[src/rtl/burst_sequencer.sv]
// Gated carrier burst generator feeding the per-speaker phase shifters.
// Optional soft start ramp on the duty cycle is enabled with BURST_SOFT_RAMP_EN.
module burst_sequencer #(
    parameter int STEPS       = 16,
    parameter int SYNC_STAGES = 2
) (
    input  logic       clk0_64,
    input  logic       speakersOn_clr,
    input  logic       start_req,
    input  logic [3:0] duty,
    input  logic [3:0] burst_len,
    input  logic [3:0] holdoff,
    output logic       base_out,
    output logic       busy,
    output logic       done,
    output logic       overrun,
    output logic [3:0] period_idx
);
    localparam int STEP_W = (STEPS > 1) ? $clog2(STEPS) : 1;
    localparam int CMP_W  = STEP_W + 6;
    localparam logic [STEP_W-1:0] STEP_LAST = STEP_W'(STEPS - 1);
    localparam logic [STEP_W-1:0] STEP_ZERO = {STEP_W{1'b0}};

    typedef enum logic [1:0] {
        S_IDLE  = 2'd0,
        S_BURST = 2'd1,
        S_HOLD  = 2'd2
    } state_t;

    state_t              r_state, w_state_nxt;
    logic [SYNC_STAGES-1:0] r_sync;
    logic                r_edge;
    logic                w_start_edge;
    logic [STEP_W-1:0]   r_step, w_step_nxt, w_step_inc;
    logic [3:0]          r_period, w_period_nxt, w_period_inc;
    logic [3:0]          r_duty_lat, w_duty_lat_nxt;
    logic [4:0]          r_len_lat, w_len_lat_nxt;
    logic [3:0]          r_hold_lat, w_hold_lat_nxt;
    logic [7:0]          r_hold_cnt, w_hold_cnt_nxt, w_hold_last;
    logic                r_base, w_base_nxt;
    logic                r_busy, w_busy_nxt;
    logic                r_done, w_done_nxt;
    logic                r_overrun, w_overrun_nxt;
    logic                w_last_period;
    logic [5:0]          w_eff_start, w_eff_cur, w_eff_next;

    // Carrier is high while the step index is below the effective duty.
    function automatic logic f_on(input logic [STEP_W-1:0] s, input logic [5:0] eff);
        return CMP_W'(s) < CMP_W'(eff);
    endfunction

`ifdef BURST_SOFT_RAMP_EN
    // Duty limited to 2*(p+1) so the transducers see a gradual inrush.
    function automatic logic [5:0] f_ramp_cap(input logic [3:0] d, input logic [3:0] p);
        logic [5:0] ramp;
        ramp = ({2'b00, p} + 6'd1) << 1;
        if ({2'b00, d} < ramp) begin
            return {2'b00, d};
        end else begin
            return ramp;
        end
    endfunction

    assign w_eff_start = f_ramp_cap(duty, 4'd0);
    assign w_eff_cur   = f_ramp_cap(r_duty_lat, r_period);
    assign w_eff_next  = f_ramp_cap(r_duty_lat, w_period_inc);
`else
    assign w_eff_start = {2'b00, duty};
    assign w_eff_cur   = {2'b00, r_duty_lat};
    assign w_eff_next  = {2'b00, r_duty_lat};
`endif

    assign w_start_edge  = r_sync[SYNC_STAGES-1] & ~r_edge;
    assign w_step_inc    = r_step + 1'b1;
    assign w_period_inc  = r_period + 4'd1;
    assign w_last_period = ({1'b0, r_period} == (r_len_lat - 5'd1));
    assign w_hold_last   = 8'(r_hold_lat * STEPS) - 8'd1;

    // Start request synchroniser and rising-edge register.
    always_ff @(posedge clk0_64 or negedge speakersOn_clr) begin
        if (!speakersOn_clr) begin
            r_sync <= {SYNC_STAGES{1'b0}};
            r_edge <= 1'b0;
        end else begin
            r_sync <= {r_sync[SYNC_STAGES-2:0], start_req};
            r_edge <= r_sync[SYNC_STAGES-1];
        end
    end

    // FSM state register.
    always_ff @(posedge clk0_64 or negedge speakersOn_clr) begin
        if (!speakersOn_clr) begin
            r_state <= S_IDLE;
        end else begin
            r_state <= w_state_nxt;
        end
    end

    // Next-state, counter and registered-output decode.
    always_comb begin
        w_state_nxt    = r_state;
        w_step_nxt     = r_step;
        w_period_nxt   = r_period;
        w_duty_lat_nxt = r_duty_lat;
        w_len_lat_nxt  = r_len_lat;
        w_hold_lat_nxt = r_hold_lat;
        w_hold_cnt_nxt = r_hold_cnt;
        w_base_nxt     = 1'b0;
        w_busy_nxt     = r_busy;
        w_done_nxt     = 1'b0;
        w_overrun_nxt  = r_overrun;
        case (r_state)
            S_IDLE: begin
                w_busy_nxt   = 1'b0;
                w_period_nxt = 4'd0;
                if (w_start_edge) begin
                    w_duty_lat_nxt = duty;
                    w_len_lat_nxt  = (burst_len == 4'd0) ? 5'd16 : {1'b0, burst_len};
                    w_hold_lat_nxt = holdoff;
                    w_step_nxt     = STEP_ZERO;
                    w_overrun_nxt  = 1'b0;
                    w_base_nxt     = f_on(STEP_ZERO, w_eff_start);
                    w_busy_nxt     = 1'b1;
                    w_state_nxt    = S_BURST;
                end else begin
                    w_state_nxt = S_IDLE;
                end
            end
            S_BURST: begin
                w_busy_nxt = 1'b1;
                w_step_nxt = w_step_inc;
                if (w_start_edge) begin
                    w_overrun_nxt = 1'b1;
                end else begin
                    w_overrun_nxt = r_overrun;
                end
                if (r_step == STEP_LAST) begin
                    if (w_last_period) begin
                        w_done_nxt     = 1'b1;
                        w_period_nxt   = 4'd0;
                        w_hold_cnt_nxt = 8'd0;
                        if (r_hold_lat != 4'd0) begin
                            w_state_nxt = S_HOLD;
                        end else begin
                            w_busy_nxt  = 1'b0;
                            w_state_nxt = S_IDLE;
                        end
                    end else begin
                        w_period_nxt = w_period_inc;
                        w_base_nxt   = f_on(STEP_ZERO, w_eff_next);
                    end
                end else begin
                    w_base_nxt = f_on(w_step_inc, w_eff_cur);
                end
            end
            S_HOLD: begin
                w_step_nxt = w_step_inc;
                if (w_start_edge) begin
                    w_overrun_nxt = 1'b1;
                end else begin
                    w_overrun_nxt = r_overrun;
                end
                if (r_hold_cnt == w_hold_last) begin
                    w_hold_cnt_nxt = 8'd0;
                    w_busy_nxt     = 1'b0;
                    w_state_nxt    = S_IDLE;
                end else begin
                    w_hold_cnt_nxt = r_hold_cnt + 8'd1;
                    w_busy_nxt     = 1'b1;
                end
            end
            default: begin
                w_state_nxt  = S_IDLE;
                w_busy_nxt   = 1'b0;
                w_period_nxt = 4'd0;
            end
        endcase
    end

    // Datapath and output registers.
    always_ff @(posedge clk0_64 or negedge speakersOn_clr) begin
        if (!speakersOn_clr) begin
            r_step     <= STEP_ZERO;
            r_period   <= 4'd0;
            r_duty_lat <= 4'd0;
            r_len_lat  <= 5'd0;
            r_hold_lat <= 4'd0;
            r_hold_cnt <= 8'd0;
            r_base     <= 1'b0;
            r_busy     <= 1'b0;
            r_done     <= 1'b0;
            r_overrun  <= 1'b0;
        end else begin
            r_step     <= w_step_nxt;
            r_period   <= w_period_nxt;
            r_duty_lat <= w_duty_lat_nxt;
            r_len_lat  <= w_len_lat_nxt;
            r_hold_lat <= w_hold_lat_nxt;
            r_hold_cnt <= w_hold_cnt_nxt;
            r_base     <= w_base_nxt;
            r_busy     <= w_busy_nxt;
            r_done     <= w_done_nxt;
            r_overrun  <= w_overrun_nxt;
        end
    end

    assign base_out   = r_base;
    assign busy       = r_busy;
    assign done       = r_done;
    assign overrun    = r_overrun;
    assign period_idx = r_period;
endmodule

[config.mk]
export PLATFORM = sky130hd
export DESIGN_NAME = burst_sequencer
export DESIGN_NICKNAME = d
export VERILOG_FILES = /design/src/rtl/burst_sequencer.sv
export SDC_FILE = /design/constraint.sdc
export NUM_CORES = 1
export LEC_CHECK = 0
export ABC_AREA = 1
export CAP_MARGIN = 30
export CORE_MARGIN = 3
export CORE_UTILIZATION = 60
export DETAILED_ROUTE_END_ITERATION = 12
export MAX_ROUTING_LAYER = met4
export PLACE_DENSITY = 0.84
export SYNTH_ARGS = -nofsm -noshare
export SYNTH_HDL_FRONTEND = slang
export SYNTH_SLANG_ARGS = --single-unit
[constraint.sdc]
create_clock -name clk0_64 -period 4.1 [get_ports clk0_64]
set_input_delay 1.23 -clock clk0_64 [delete_from_list [all_inputs] [get_ports clk0_64]]
set_output_delay 1.23 -clock clk0_64 [all_outputs]
set_load 0.02 [all_outputs]
==> results of run 1 <==
layer usage:
metal / part of all wire [%] / global-route usage (%) / up-vias / routed length, um
li1: - / - / 917 / -
met1: 50 / 27.1 / 791 / 1990
met2: 47 / 33.1 / 21 / 1850
met3: 2.8 / 6.29 / 3 / 111
met4: 0.68 / 7.61 / 0 / 27
met5: 0 / - / - / 0
report_power, final:
group | internal (mW) | leakage, nW | switching (mW)
sequential | 0.479 | 0.493 | 0.0801
clock | 0.0647 | 0.0254 | 0.111
combinational | 0.262 | 0.704 | 0.430
total | 0.806 | 1.22 | 0.622
cell type report:
class,instances,area (um^2)
inverters,39,146
repair buffers,22,215
clock buffers,7,45.0
flip-flops and latches,38,951
multi-input cells,192,1060
fillers,263,942
well taps,46,57.6
stage by stage:
step,area [um^2],util [%],worst slack (ps)
after CTS,2470,72.4,1440
after global placement,2430,71.1,1850
after floorplan,2180,-,2270
final,2470,72.4,1460
after global routing,2470,72.4,1400
after detailed placement,2430,71.1,1770
flip-flops by register name, summed over array words and instances (netlist names):
register	count
r_state	2
overrun	1
r_hold_cnt	8
period_idx	4
r_hold_lat	4
r_step	4
busy	1
r_duty_lat	4
r_len_lat	5
base_out	1
r_sync	2
r_edge	1
done	1
final timing paths:
kind                            depth (start not counted)                        end                 startpoint
worst min-delay path                                    0        r_sync[1]$_DFF_PN0_        r_sync[0]$_DFF_PN0_
min in group asynchronous                               1   r_len_lat[0]$_DFFE_PN0P_             speakersOn_clr
worst min register to register                          0        r_sync[1]$_DFF_PN0_        r_sync[0]$_DFF_PN0_
worst max register to register                          8         base_out$_DFF_PN0_     r_state[0]$_DFFE_PN0P_
worst max-delay path                                    1              period_idx[1]  period_idx[1]$_DFFE_PN0P_
max in group asynchronous                               1  r_hold_cnt[1]$_DFFE_PN0P_             speakersOn_clr
cell families after synthesis:
logic type	count (synthesis)	synth area share, %
flops	38	43.6
fa+ha+maj	12	6.88
buf+inv	44	7.97
compound gates	32	9.05
simple gates	136	27.7
xor+xnor	12	4.81
cells in the final DEF (no fill, tap or decap), drive strengths merged:
master and n:
xnor2 3, o21a 1, inv 39, buf 1
nand3 18, dfrtp 38, nor2 22, clkdlybuf4s50 21
o22ai 2, ha 12, o21ai 22, or2 1
clkbuf 7, o41ai 1, a21boi 1, xor2 9
nor3 2, nand3b 4, nor4 1, nand2 84
nand4 4, a21oi 5
==> run_results.csv, run 1 <==
group,metric,value,unit
grt,grt_max_degree,39,
floorplan,dieArea,4400,um^2
floorplan,num_io_pins,23,
yosys,yosysMostFrequentCell,"nand2_1",
yosys,ys_warn_count,0,
yosys,synth_common_cells,"74 x nand2_1, 38 x dfrtp_1, 33 x inv_1",
yosys,ys_types,28,
drt,ant_nets,0,
drt,dr.pass1.iters,4,
floorplan,die_w,66.3,um
sta,slew_violations,0,
clocking,cts_tree,"built",
drt,routedWlPerCell,11.6,um
yosys,synth_area_leaders,"dfrtp_1 44%, nand2_1 13%, ha_1 6.9%",
floorplan,core_area,3420,um^2
drt,drc,0,
worst_setup_path,path_max_fanout,5,
place,portBuffers,22,
sta,setup_tns,0,ps
yosys,synth-edff-count,0,
drt,via_count,1732,
yosys,yosys.area.top_type_share,43.6,%
worst_setup_path,critPathMaxStageDelay,630,ps
clocking,post_cts_buffers,0,
grt,grt_pass1_vias,1700,
sta,worst_pin_slew,809,ps
grt,grt_pass1_wl,7020,um
pwr,p_per_area,577,nW/um^2
yosys,synth.avg_cell_area,7.97,um^2
grt,overflow,0,
run_status,status,"complete, no violations",
sta,setup_viol,0,
sta,clock.fmax,379,MHz
sta,min_period_over_period,64.4,%
yosys,synth_seq_cells,38,
drt,drt_iter0_markers,62,
sta,finClkSkew,5.33,ps
clocking,root_buffer,"clkbuf_4",
yosys,synthArstFlopShare,100,%
floorplan,die_h,66.3,um
worst_setup_path,crit_family,"buffers and inverters",
worst_setup_path,worstPathCellList,"clkdlybuf4s50_1",
clocking,holdBufCountCts,0,
cells_and_area,final_nets,325,
sta,rsz0062_at_grt,"false",
drt,wl,3980,um
clocking,clkSinkCount,38,
clocking,htree_levels,2,
floorplan,start_util,63.9,%
worst_setup_path,crit_path_end_kind,"output pin",
cells_and_area,area_delta_synth_final,13.3,%
clocking,cts.clk_slew.worst_paths,100,ps
clocking,clockBufferDepth,2,
worst_setup_path,cp_num_buf_inv,1,
floorplan,num_rows,21,
clocking,cts_resized,0,
clocking,insertion_delay,340,ps
drt,via_per_inst,5.03,
sta,fin_crit,2640,ps
clocking,tritoncts.num_buffers,5,
worst_setup_path,cpMaxStageDelayCell,"clkdlybuf4s50_1",
cells_and_area,drive_gt1_share,10.7,%
worst_setup_path,start_kind,"flop",
pwr,ir_drop,423,uV
yosys,syn_area,2180,um^2
yosys,ys.flop_type,"dfrtp_1",
worst_setup_path,critPathArrivalTime,1410,ps
yosys,synth_cells,274,
pwr,p_leak,1.22,nW
yosys,syn_nets,301,
worst_setup_path,r2r_slack,2180,ps
sta,hold_viol,0,
hold_path,worstHoldPathType,"reg2reg",
grt,grt_usage,21.5,%
place,gp_congestion,0.826,
sta,hold_slack,361,ps
place,placed_cells,337,
yosys,synth_top_area_cell,"dfrtp_1",
cells_and_area,instances_no_fill,344,
yosys,ys_seq_area_share,43.6,%
cells_and_area,num_antenna_cells,0,
place,dp_hpwl,3040,um
pwr,power,1.43,mW
sta,slew_headroom,46.0,%
worst_setup_path,worstSetupPathType,"reg2out",
flow_run,drv_cap,0,
worst_setup_path,cp.required,2870,ps
grt,antenna_found_initial,0,
Power figures use the tool's default switching activity.
==> run 2, diff against run 1 <==
Settings changed: CORE_UTILIZATION 60 to 51, PLACE_DENSITY 0.84 to 0.76.
Clock period 4.1 ns to 2.36 ns, I/O delays scaled along.
==> run 2 against run 1 <==
Effect of this change:
- global-route usage decreased by 3.1 points
- core utilization decreased by 9.6 points
- final cell count increased by 2.3%
- die area increased by 16%
- critical endpoint unchanged
==> run_results.csv, run 2 (synthesis results as in run 1) <==
group,metric,value,unit
sta,clock.fmax,482,MHz
hold_path,whs_path_depth,0,
clocking,post_cts_buffers,0,
worst_setup_path,r2r_slack,610,ps
grt,grt_use_met2,28.7,%
sta,setup_tns,0,ps
worst_setup_path,cpMaxStageDelayCell,"clkdlybuf4s50_1",
cells_and_area,reg_top3,"r_hold_cnt (8), r_len_lat (5)",
grt,grt_max_degree,39,
clocking,clkSinkCount,38,
drt,wl,4030,um
pwr,p_leak,1.26,nW
sta,min_period_over_period,87.9,%
worst_setup_path,cp.required,1650,ps
cells_and_area,mostFrequentLayoutCell,"nand2_1",
floorplan,num_rows,23,
cells_and_area,area_delta_synth_final,16.7,%
sta,rsz0062_at_grt,"false",
cells_and_area,finalInstanceArea,2550,um^2
worst_setup_path,reg2reg_to,"r_hold_cnt[0]$_DFFE_PN0P_",
floorplan,dieArea,5100,um^2
cells_and_area,final_cell_mix,"74 x nand2_1, 38 x dfrtp_1, 33 x inv_1, 21 x clkdlybuf4s50_1, 20 x nor2_1",
sta,setup_viol,0,
cells_and_area,top_register,"r_hold_cnt",
clocking,holdBufCountCts,0,
clocking,tritoncts.num_buffers,5,
worst_setup_path,critPathMaxStageDelay,630,ps
drt,via_count,1732,
grt,grt_use_met1,23.6,%
flow_run,drv_cap,0,
sta,worst_pin_slew,483,ps
pwr,ir_drop,584,uV
sta,fin_crit,2070,ps
floorplan,num_io_pins,23,
floorplan,die_h,71.4,um
grt,grt_pass1_wl,7200,um
cells_and_area,largest_reg_flops,8,
clocking,clockBufferDepth,2,
floorplan,start_util,53.8,%
worst_setup_path,r2r_cells,13,
place,pre_cts_ws,596,ps
place,dpl_cell_area,2460,um^2
hold_path,worstHoldPathType,"reg2reg",
place,dp_hpwl,2980,um
worst_setup_path,crit_family,"buffers and inverters",
grt,grt_pass1_vias,1683,
floorplan,die_w,71.4,um
cells_and_area,final_nets,328,
floorplan,core_area,4060,um^2
sta,finClkSkew,6.82,ps
worst_setup_path,reg2reg_from,"r_len_lat[0]$_DFFE_PN0P_",
sta,slew_violations,0,
drt,drc,0,
worst_setup_path,worstPathCellList,"clkdlybuf4s50_1",
cells_and_area,drive_gt1_share,12.3,%
grt,grt_usage,18.4,%
clocking,cts_tree,"built",
worst_setup_path,worstSetupPathType,"reg2out",
clocking,insertion_delay,290,ps
sta,hold_viol,0,
grt,top_usage_layer,"met2",
grt,overflow,0,
place,portBuffers,22,
clocking,cts.clk_slew.worst_paths,70,ps
place,gp_congestion,0.781,
worst_setup_path,crit_path_end_kind,"output pin",
drt,via_per_inst,4.92,
clocking,root_buffer,"clkbuf_8",
drt,drt_iter0_markers,85,
grt,antenna_found_initial,0,
sta,hold_slack,362,ps
clocking,htree_levels,2,
grt,grt_use_met3,4.77,%
hold_path,min_from,"r_sync[0]$_DFF_PN0_",
drt,ant_nets,0,
cells_and_area,num_antenna_cells,0,
worst_setup_path,start_kind,"flop",
pwr,p_per_area,1040,nW/um^2
clocking,cts_resized,0,
drt,dr.pass1.iters,4,
sta,slew_headroom,67.8,%
worst_setup_path,cp_num_buf_inv,1,
run_status,status,"complete, no violations",
worst_setup_path,path_max_fanout,5,
drt,routedWlPerCell,11.5,um
sta,setup_slack,286,ps
hold_path,min_to,"r_sync[1]$_DFF_PN0_",
worst_setup_path,critPathArrivalTime,1370,ps
==> run 2: changes by cell type in the layout (fill, tap and decap cells not counted) <==
| cell | previous run | this run |
|---|---|---|
| clkbuf_4 | 5 | 0 |
| clkbuf_8 | 0 | 6 |
| clkbuf_1 | 2 | 1 |
| clkinv_2 | 0 | 1 |
| buf_4 | 0 | 3 |
==> run 2: worst max path at each step <==
stage / slack, ps / cells after the start / end / startpoint
2_1_floorplan: 720 / 13 / r_hold_cnt[4]$_DFFE_PN0P_ / r_len_lat[0]$_DFFE_PN0P_
3_3_place_gp: 590 / 5 / base_out$_DFF_PN0_ / duty[2]
3_5_place_dp: 600 / 5 / base_out$_DFF_PN0_ / duty[2]
4_1_cts: 280 / 1 / period_idx[0] / period_idx[0]$_DFFE_PN0P_
5_1_grt: 230 / 1 / period_idx[3] / period_idx[3]$_DFFE_PN0P_
6_report: 290 / 1 / period_idx[1] / period_idx[1]$_DFFE_PN0P_
==> run 2: per-layer routing <==
layer,vias to the layer above,share of wire (%)
li1,918,-
met3,6,4.3
met1,782,48
met2,26,46
met5,-,0
met4,0,1.4
==> run 2: report_power, final <==
group	internal [mW]	leakage [nW]	switching (mW)
registers	0.833	0.493	0.138
logic	0.466	0.719	0.749
clock network	0.236	0.0482	0.227
==> run 2: area by class of cell <==
class | count | area, um^2
Inverter | 39 | 146
Clock buffer | 7 | 86.3
Tap cell | 50 | 62.6
Timing Repair Buffer | 25 | 238
Multi-Input combinational cell | 192 | 1060
Sequential cell | 38 | 951
Fill cell | 364 | 1510
Clock inverter | 1 | 5.00
==> run 2: metrics by stage <==
step,power (mW),cells,utilization [%]
4_1_cts,2.67,352,62.8
6_report,2.65,352,62.8
3_3_place_gp,2.18,344,60.5
5_1_grt,2.91,352,62.8
3_5_place_dp,2.20,344,60.5
2_1_floorplan,1.90,274,-
==> run 3, diff against run 2 <==
Settings changed: CAP_MARGIN 30 to unset, CTS_BUF_LIST set to sky130_fd_sc_hd__clkbuf_16.
==> run 3 against run 2 <==
Effect of this change:
- final cell count stayed put
- fmax increased by 0.84%
- non-clock buffer count unchanged
- routed wire length is 0.55% higher
- critical path type unchanged
- critical endpoint is now period_idx[0]
- largest cell class unchanged
- largest power group unchanged
==> run_results.csv, run 3 (synthesis results as in run 1) <==
group,metric,value,unit
drt,drc,0,
cells_and_area,num-fill-cells,357,
worst_setup_path,crit_family,"buffers and inverters",
floorplan,dieArea,5100,um^2
grt,grt_pass1_vias,1697,
cells_and_area,final_cell_mix,"74 x nand2_1, 38 x dfrtp_1, 34 x inv_1, 21 x clkdlybuf4s50_1, 20 x nor2_1",
sta,slew_violations,0,
grt,antenna_found_initial,0,
sta,setup_slack,303,ps
cells_and_area,final_nets,328,
worst_setup_path,worstPathCellList,"clkdlybuf4s50_1",
flow_run,drv_cap,0,
clocking,clkSinkCount,38,
sta,worst_pin_slew,478,ps
cells_and_area,area_delta_synth_final,18.8,%
worst_setup_path,crit_path_end_kind,"output pin",
cells_and_area,num_antenna_cells,0,
clocking,tritoncts.num_buffers,5,
cells_and_area,mostFrequentLayoutCell,"nand2_1",
floorplan,num_io_pins,23,
place,pre_cts_ws,596,ps
grt,grt_usage,18.8,%
cells_and_area,drive_gt1_share,11.9,%
place,gp_congestion,0.781,
worst_setup_path,cp.required,1650,ps
floorplan,die_h,71.4,um
worst_setup_path,cpMaxStageDelayCell,"clkdlybuf4s50_1",
floorplan,start_util,53.8,%
clocking,htree_levels,2,
worst_setup_path,start_kind,"flop",
worst_setup_path,cp_num_buf_inv,1,
pwr,ir_drop,586,uV
place,dp_hpwl,2980,um
clocking,holdBufCountCts,0,
sta,setup_viol,0,
sta,rsz0062_at_grt,"false",
drt,ant_nets,0,
drt,via_count,1767,
cells_and_area,largest_reg_flops,8,
sta,slew_headroom,68.1,%
worst_setup_path,r2r_cells,13,
grt,overflow,0,
worst_setup_path,critPathMaxStageDelay,640,ps
clocking,insertion_delay,280,ps
drt,drt_iter0_markers,83,
drt,via_per_inst,5.02,
sta,clock.fmax,486,MHz
sta,hold_viol,0,
grt,grt_max_degree,39,
worst_setup_path,critPathArrivalTime,1350,ps
clocking,cts_tree,"built",
worst_setup_path,worstSetupPathType,"reg2out",
run_status,status,"complete, no violations",
grt,grt_pass1_wl,7300,um
pwr,p_leak,1.28,nW
worst_setup_path,worst-path-stages,1,
sta,min_period_over_period,87.2,%
cells_and_area,top_register,"r_hold_cnt",
clocking,post_cts_buffers,0,
sta,setup_tns,0,ps
clocking,root_buffer,"clkbuf_16",
hold_path,worstHoldPathType,"reg2reg",
hold_path,whs_path_depth,0,
drt,dr.pass1.iters,4,
drt,wl,4050,um
pwr,p_per_area,1090,nW/um^2
place,portBuffers,22,
floorplan,core_area,4060,um^2
sta,finClkSkew,5.95,ps
floorplan,num_rows,23,
clocking,cts.clk_slew.worst_paths,60,ps
cells_and_area,reg_top3,"r_hold_cnt (8), r_len_lat (5)",
sta,fin_crit,2060,ps
clocking,cts_resized,0,
clocking,clockBufferDepth,2,
sta,hold_slack,358,ps
drt,routedWlPerCell,11.5,um
worst_setup_path,path_max_fanout,5,
floorplan,die_w,71.4,um
==> run 3: cell count changes in the layout (fill, tap and decap cells not counted) <==
| cell | delta |
|---|---|
| clkbuf_16 | +5 |
| inv_1 | +1 |
| clkbuf_8 | -6 |
| clkinv_1 | +1 |
| clkbuf_1 | -1 |
==> run 3: power by group <==
part           switching (mW)  total [mW]  internal, mW
Combinational           0.749        1.22         0.466
Clock                   0.252       0.633         0.382
Sequential              0.139       0.974         0.834
Total                    1.14        2.82          1.68
==> run 3: cell type report <==
type	count	area, um^2	area share, %
clock inverters	3	12.5	0.482
repair buffers	25	238	9.17
inverters	39	146	5.64
multi-input cells	192	1060	40.8
clock buffers	5	125	4.82
well taps	50	62.6	2.41
flip-flops and latches	38	951	36.7
==> run 3: per-stage QoR <==
stage	utilization (%)	cell area [um^2]	total power [mW]	instances
global placement	60.5	2460	2.18	344
CTS	63.9	2590	2.84	352
floorplan	-	2180	1.90	274
finish	63.9	2590	2.82	352
global route	63.9	2590	3.08	352
detailed placement	60.5	2460	2.20	344
==> run 3: final timing paths <==
check                                            endpoint                      start  slack [ps]
worst max-delay path                        period_idx[0]  period_idx[0]$_DFFE_PN0P_         300
worst min-delay path                  r_sync[1]$_DFF_PN0_        r_sync[0]$_DFF_PN0_         360
worst max register to register  r_hold_cnt[0]$_DFFE_PN0P_   r_len_lat[0]$_DFFE_PN0P_         620
worst min register to register        r_sync[1]$_DFF_PN0_        r_sync[0]$_DFF_PN0_         360
max in group asynchronous       r_hold_cnt[3]$_DFFE_PN0P_             speakersOn_clr        1560
min in group asynchronous        r_len_lat[1]$_DFFE_PN0P_             speakersOn_clr         470
==> run 3: metal layers <==
layer | track usage [%] | wire length [um] | vias to the layer above | part of all wire, %
met2 | 28.9 | 1850 | 30 | 46
met4 | 6.89 | 62 | 0 | 1.5
met3 | 4.77 | 173 | 7 | 4.3
li1 | - | - | 920 | -
met1 | 24.0 | 1970 | 810 | 49
met5 | - | 0 | - | 0
